[config.mk]
export PLATFORM = sky130hd
export DESIGN_NAME = ram_fifo_ctrl
export DESIGN_NICKNAME = d
export VERILOG_FILES = /design/src/rtl/ram_fifo_ctrl.sv
export SDC_FILE = /design/constraint.sdc
export NUM_CORES = 1
export LEC_CHECK = 0
export ABC_AREA = 1
export ABC_CLOCK_PERIOD_IN_PS = 4650
export BUFFER_PORTS_ARGS = -buffer_cell sky130_fd_sc_hd__buf_2
export CAP_MARGIN = 10
export CORE_MARGIN = 2
export CORE_UTILIZATION = 56
export CTS_CLUSTER_DIAMETER = 60
export CTS_CLUSTER_SIZE = 28
export DETAILED_ROUTE_END_ITERATION = 10
export MAX_ROUTING_LAYER = met4
export PLACE_DENSITY = 0.85
export SLEW_MARGIN = 20
export SYNTH_ARGS = -nofsm -noshare
export SYNTH_HDL_FRONTEND = slang
export SYNTH_SLANG_ARGS = --single-unit
[constraint.sdc]
create_clock -name clk -period 4.65 [get_ports clk]
set_input_delay 0.465 -clock clk [delete_from_list [all_inputs] [get_ports clk]]
set_output_delay 0.465 -clock clk [all_outputs]
set_load 0.05 [all_outputs]
[src/rtl/ram_fifo_ctrl.sv]
// Valid/ready queue built on an external 256x16 single-port RAM with async read.
// One registered output word plus the RAM gives DEPTH+1 entries of storage.
module ram_fifo_ctrl #(
  parameter int AW    = 8,
  parameter int DW    = 16,
  parameter int DEPTH = (1 << AW)
) (
  input  logic          clk,
  input  logic          rstn,
  input  logic          in_valid,
  output logic          in_ready,
  input  logic [DW-1:0] in_data,
  output logic          out_valid,
  input  logic          out_ready,
  output logic [DW-1:0] out_data,
  output logic [AW+1:0] level,
  output logic [AW-1:0] ram_a,
  output logic [DW-1:0] ram_wd,
  output logic          ram_we,
  input  logic [DW-1:0] ram_rd
);

  localparam logic [AW:0] L_DEPTH = (AW+1)'(DEPTH);

  logic [AW-1:0] r_wr_ptr;
  logic [AW-1:0] r_rd_ptr;
  logic [AW:0]   r_ram_cnt;
  logic          r_out_valid;
  logic [DW-1:0] r_out_data;

  logic w_drain;
  logic w_rd_go;
  logic w_bypass;
  logic w_in_ready;
  logic w_wr_go;
  logic w_ram_wr;

  // The output register frees up when empty or consumed; the RAM refills it first.
  assign w_drain    = ~r_out_valid | out_ready;
  assign w_rd_go    = w_drain & (r_ram_cnt != '0);
  assign w_bypass   = w_drain & (r_ram_cnt == '0);
  // Reads own the single RAM port, so writes yield whenever a read is due.
  assign w_in_ready = rstn & ~w_rd_go & (w_bypass | (r_ram_cnt < L_DEPTH));
  assign w_wr_go    = in_valid & w_in_ready;
  assign w_ram_wr   = w_wr_go & ~w_bypass;

  assign in_ready  = w_in_ready;
  assign ram_a     = w_rd_go ? r_rd_ptr : r_wr_ptr;
  assign ram_wd    = in_data;
  assign ram_we    = w_ram_wr;
  assign out_valid = r_out_valid;
  assign out_data  = r_out_data;
  assign level     = {1'b0, r_ram_cnt} + (AW+2)'(r_out_valid);

  always_ff @(posedge clk or negedge rstn) begin
    if (!rstn) begin
      r_wr_ptr    <= '0;
      r_rd_ptr    <= '0;
      r_ram_cnt   <= '0;
      r_out_valid <= 1'b0;
      r_out_data  <= '0;
    end else begin
      if (w_rd_go) begin
        r_out_data  <= ram_rd;
        r_out_valid <= 1'b1;
        r_rd_ptr    <= r_rd_ptr + 1'b1;
      end else if (w_wr_go && w_bypass) begin
        r_out_data  <= in_data;
        r_out_valid <= 1'b1;
      end else if (w_drain) begin
        r_out_valid <= 1'b0;
      end

      if (w_ram_wr) begin
        r_wr_ptr <= r_wr_ptr + 1'b1;
      end

      // A read and a RAM write never happen in the same cycle.
      if (w_rd_go) begin
        r_ram_cnt <= r_ram_cnt - 1'b1;
      end else if (w_ram_wr) begin
        r_ram_cnt <= r_ram_cnt + 1'b1;
      end
    end
  end

endmodule

==> results.md <==
- Final Slew Violations: 0
- Worst-Skew Late Latency: 0.30 ns
- Post-CTS Setup Bufs: 0
- Total CTS buffers: 5
- Actual slew at the worst max-slew pin: 0.566 ns
- Max clock buf depth: 2
- Share of the synthesized area in the top cell type: 36.9%
- Register-to-Register Path Depth: 14
- Fin Setup TNS: 0 ns
- Run status: finished, final reports clean
- CTS resizes: 0
- Synth area leader: dfrtp_1
- Top-count cell post-synth: nand2_1
- Dominant cells by area after synthesis: dfrtp_1 (37%), nand2_1 (22%), xor2_1 (6.2%)
- CP Data Required Time: 4.90 ns
- FFs w/ async S/R, synth: 100%
- Worst r2r src: r_ram_cnt[2]$_DFFE_PN0P_
- M2 GR Usage: 40.9%
- CP max FO: 43
- Relative slew margins: 62.3%
- Initial core utilization: 59.1%
- Netlist cell types: 30
- Critical path startpoint category: flip-flop
- Yosys Warn Count: 0
- RR Endpoint: r_ram_cnt[6]$_DFFE_PN0P_
- Initial drt markers: ~200
- Tmin final: 2.95 ns
- H-tree Lvls: 2
- Total track usage: between 20% and 30%
- Crit. End Element: flip-flop
- Total clock sinks: between 40 and 50
- I/O Pins: 89
- Die footprint: about 5700 um2
- Chip height: ~75 um
- Via count: 2,640
- Pwr Total: 2.20 mW
- Wire per inst: about 13 um
- Syn Std Cell Area: 2850 um2
- Antenna viol nets, final: 0
- Vias in the first global route: between 2,000 and 2,500
- VDD IR max: 385 uV
- # DRC: 0
- Post-layout util: between 60% and 70%
- First drt pass iteration count: 4
- Initial antenna violation count: 0
- RePlAce Congestion: 0.908
- TritonCTS clock tree: built
- Global Route met3 Usage: 3.17%
- Main synth FF type: dfrtp_1
- Reg clk slew, reported paths: 0.09 ns
- Antenna fix cells: 0
- DP HPWL: 4850 um
- Synth cell count leaders: nand2_1 (170), dfrtp_1 (42), inv_1 (31)
- Hold Vio Cnt, Final: 0
- Root buffer cell: clkbuf_8
- Seq cells post-synth: 42
- Fin crit share: 63.4%
- Layout area overhead: 14.7%
- Most used routing layer: met2
- Cts hold-fix bufs: 0
- Largest net degree at the start of global routing: 45
- Mapped Cells: 388
- # rows: 25
- PD cells: between 600 and 700 nW/um2
- Lkg Pwr: approximately 1.9 nW
- Layout cell share with drive strength beyond 1: 25.0%
- Seq/Total Area, Yosys: 36.9%
- Min-delay worst type: input port to asynchronous set/reset pin
- Mapped Nets: 437
- # fillers: 414
- EDFF count, synth: 0
- # Max-Cap Violations: 0
- Met1 Usage GRT: between 20% and 30%
- RSZ-0062 raised after global routing: false
- Fmax: 0.339 GHz
- # setup viols final: 0
- Total detailed-routing wirelength: between 6000 and 7000 um
- DR vias/cell: roughly 5.0
- PortBufs: 88
- Chip width: between 70 and 80 um
- Core Region: 4820 um2
- Crit Path Class: flip-flop to flip-flop
- Grt ovf: 0
- Critical Path AT: 3.20 ns
- Setup Skew: 0.0119 ns
- Mean post-synth cell area: 7.34 um2
- Final net count: 508
- Global-route wire length before repair: between 10,000 and 15,000 um
- Reg2Reg Setup Slack: about 1.7 ns
[power by group]
group          switching, mW  internal, mW  total [mW]  leakage (nW)
Combinational          0.953         0.383        1.34          1.34
Sequential             0.131         0.494       0.624         0.515
Clock                  0.132         0.106       0.239        0.0452
Total                   1.22         0.982        2.20          1.90
[critical path, stage by stage, from the launching register on]
cell     delay (ns)
dfrtp_1        0.45
nor2_1         0.13
nand2_1        0.08
nor2_2         0.13
nand2_2        0.10
nand2_4        0.37
inv_4          0.26
ha_1           0.42
nand2_1        0.07
o21ai_0        0.39
nand3_1        0.12
nand2_1        0.10
xor2_1         0.14
nand2_1        0.06
nand2_1        0.06
[layout make-up]
cell class / instances / area [um2] / area share, %
flip-flops and latches: 42 / 1050 / 32.2
well taps: 67 / 83.8 / 2.57
clock inverters: 2 / 13.8 / 0.421
repair buffers: 90 / 455 / 13.9
clock buffers: 6 / 72.6 / 2.22
multi-input cells: 283 / 1450 / 44.3
inverters: 37 / 144 / 4.40
[registers in the layout, summed over array words and instances (netlist names)]
register / cells
r_wr_ptr: 8
out_valid: 1
r_ram_cnt: 9
out_data: 16
r_rd_ptr: 8
[cells in the final DEF (no fill, tap or decap), drive strengths merged]
cell    instances
inv            37
clkinv          2
xor2           20
a21o            2
a31oi           1
nand3          23
xnor2           4
o31ai           1
clkbuf          6
a21oi           5
buf            90
nor2           13
nand2         175
o21ai          16
nor3            5
ha             12
fa              1
nand4           3
dfrtp          42
o21a            1
nor4            1
[metrics by stage]
stage          instance area (um2)  hold slack, ns  worst slack [ns]  std cells
2_1_floorplan                 2850           0.169              1.82        388
3_3_place_gp                  3180           0.458              1.89        519
3_5_place_dp                  3180           0.460              1.78        519
4_1_cts                       3270           0.255              1.72        527
5_1_grt                       3270           0.277              1.40        527
6_report                      3270           0.225              1.70        527
[logic make-up (layout without fill, tap and decap cells)]
group	count (synthesis)	in the layout	share of synthesized area, %
compound gates	26	26	5.54
xor+xnor	24	24	7.38
fa+ha+maj	13	13	5.98
buf+inv	63	135	12.3
flops	42	42	36.9
simple gates	220	220	31.9
[layer usage]
metal  vias to the layer above  wire [um]
met5                         -          0
met4                         0         91
li1                       1332          -
met2                        90       3410
met3                        12        325
met1                      1206       2820
[how the worst max path moves through the flow]
stage,slack [ns],startpoint,end
6_report,1.70,r_ram_cnt[2]$_DFFE_PN0P_,r_ram_cnt[6]$_DFFE_PN0P_
2_1_floorplan,1.82,out_valid$_DFFE_PN0P_,ram_a[0]
3_3_place_gp,1.89,r_ram_cnt[3]$_DFFE_PN0P_,r_ram_cnt[8]$_DFFE_PN0P_
4_1_cts,1.72,r_ram_cnt[2]$_DFFE_PN0P_,r_ram_cnt[6]$_DFFE_PN0P_
3_5_place_dp,1.78,r_ram_cnt[3]$_DFFE_PN0P_,r_ram_cnt[6]$_DFFE_PN0P_
5_1_grt,1.40,r_ram_cnt[1]$_DFFE_PN0P_,r_ram_cnt[6]$_DFFE_PN0P_
(Power assumes the default switching activity.)
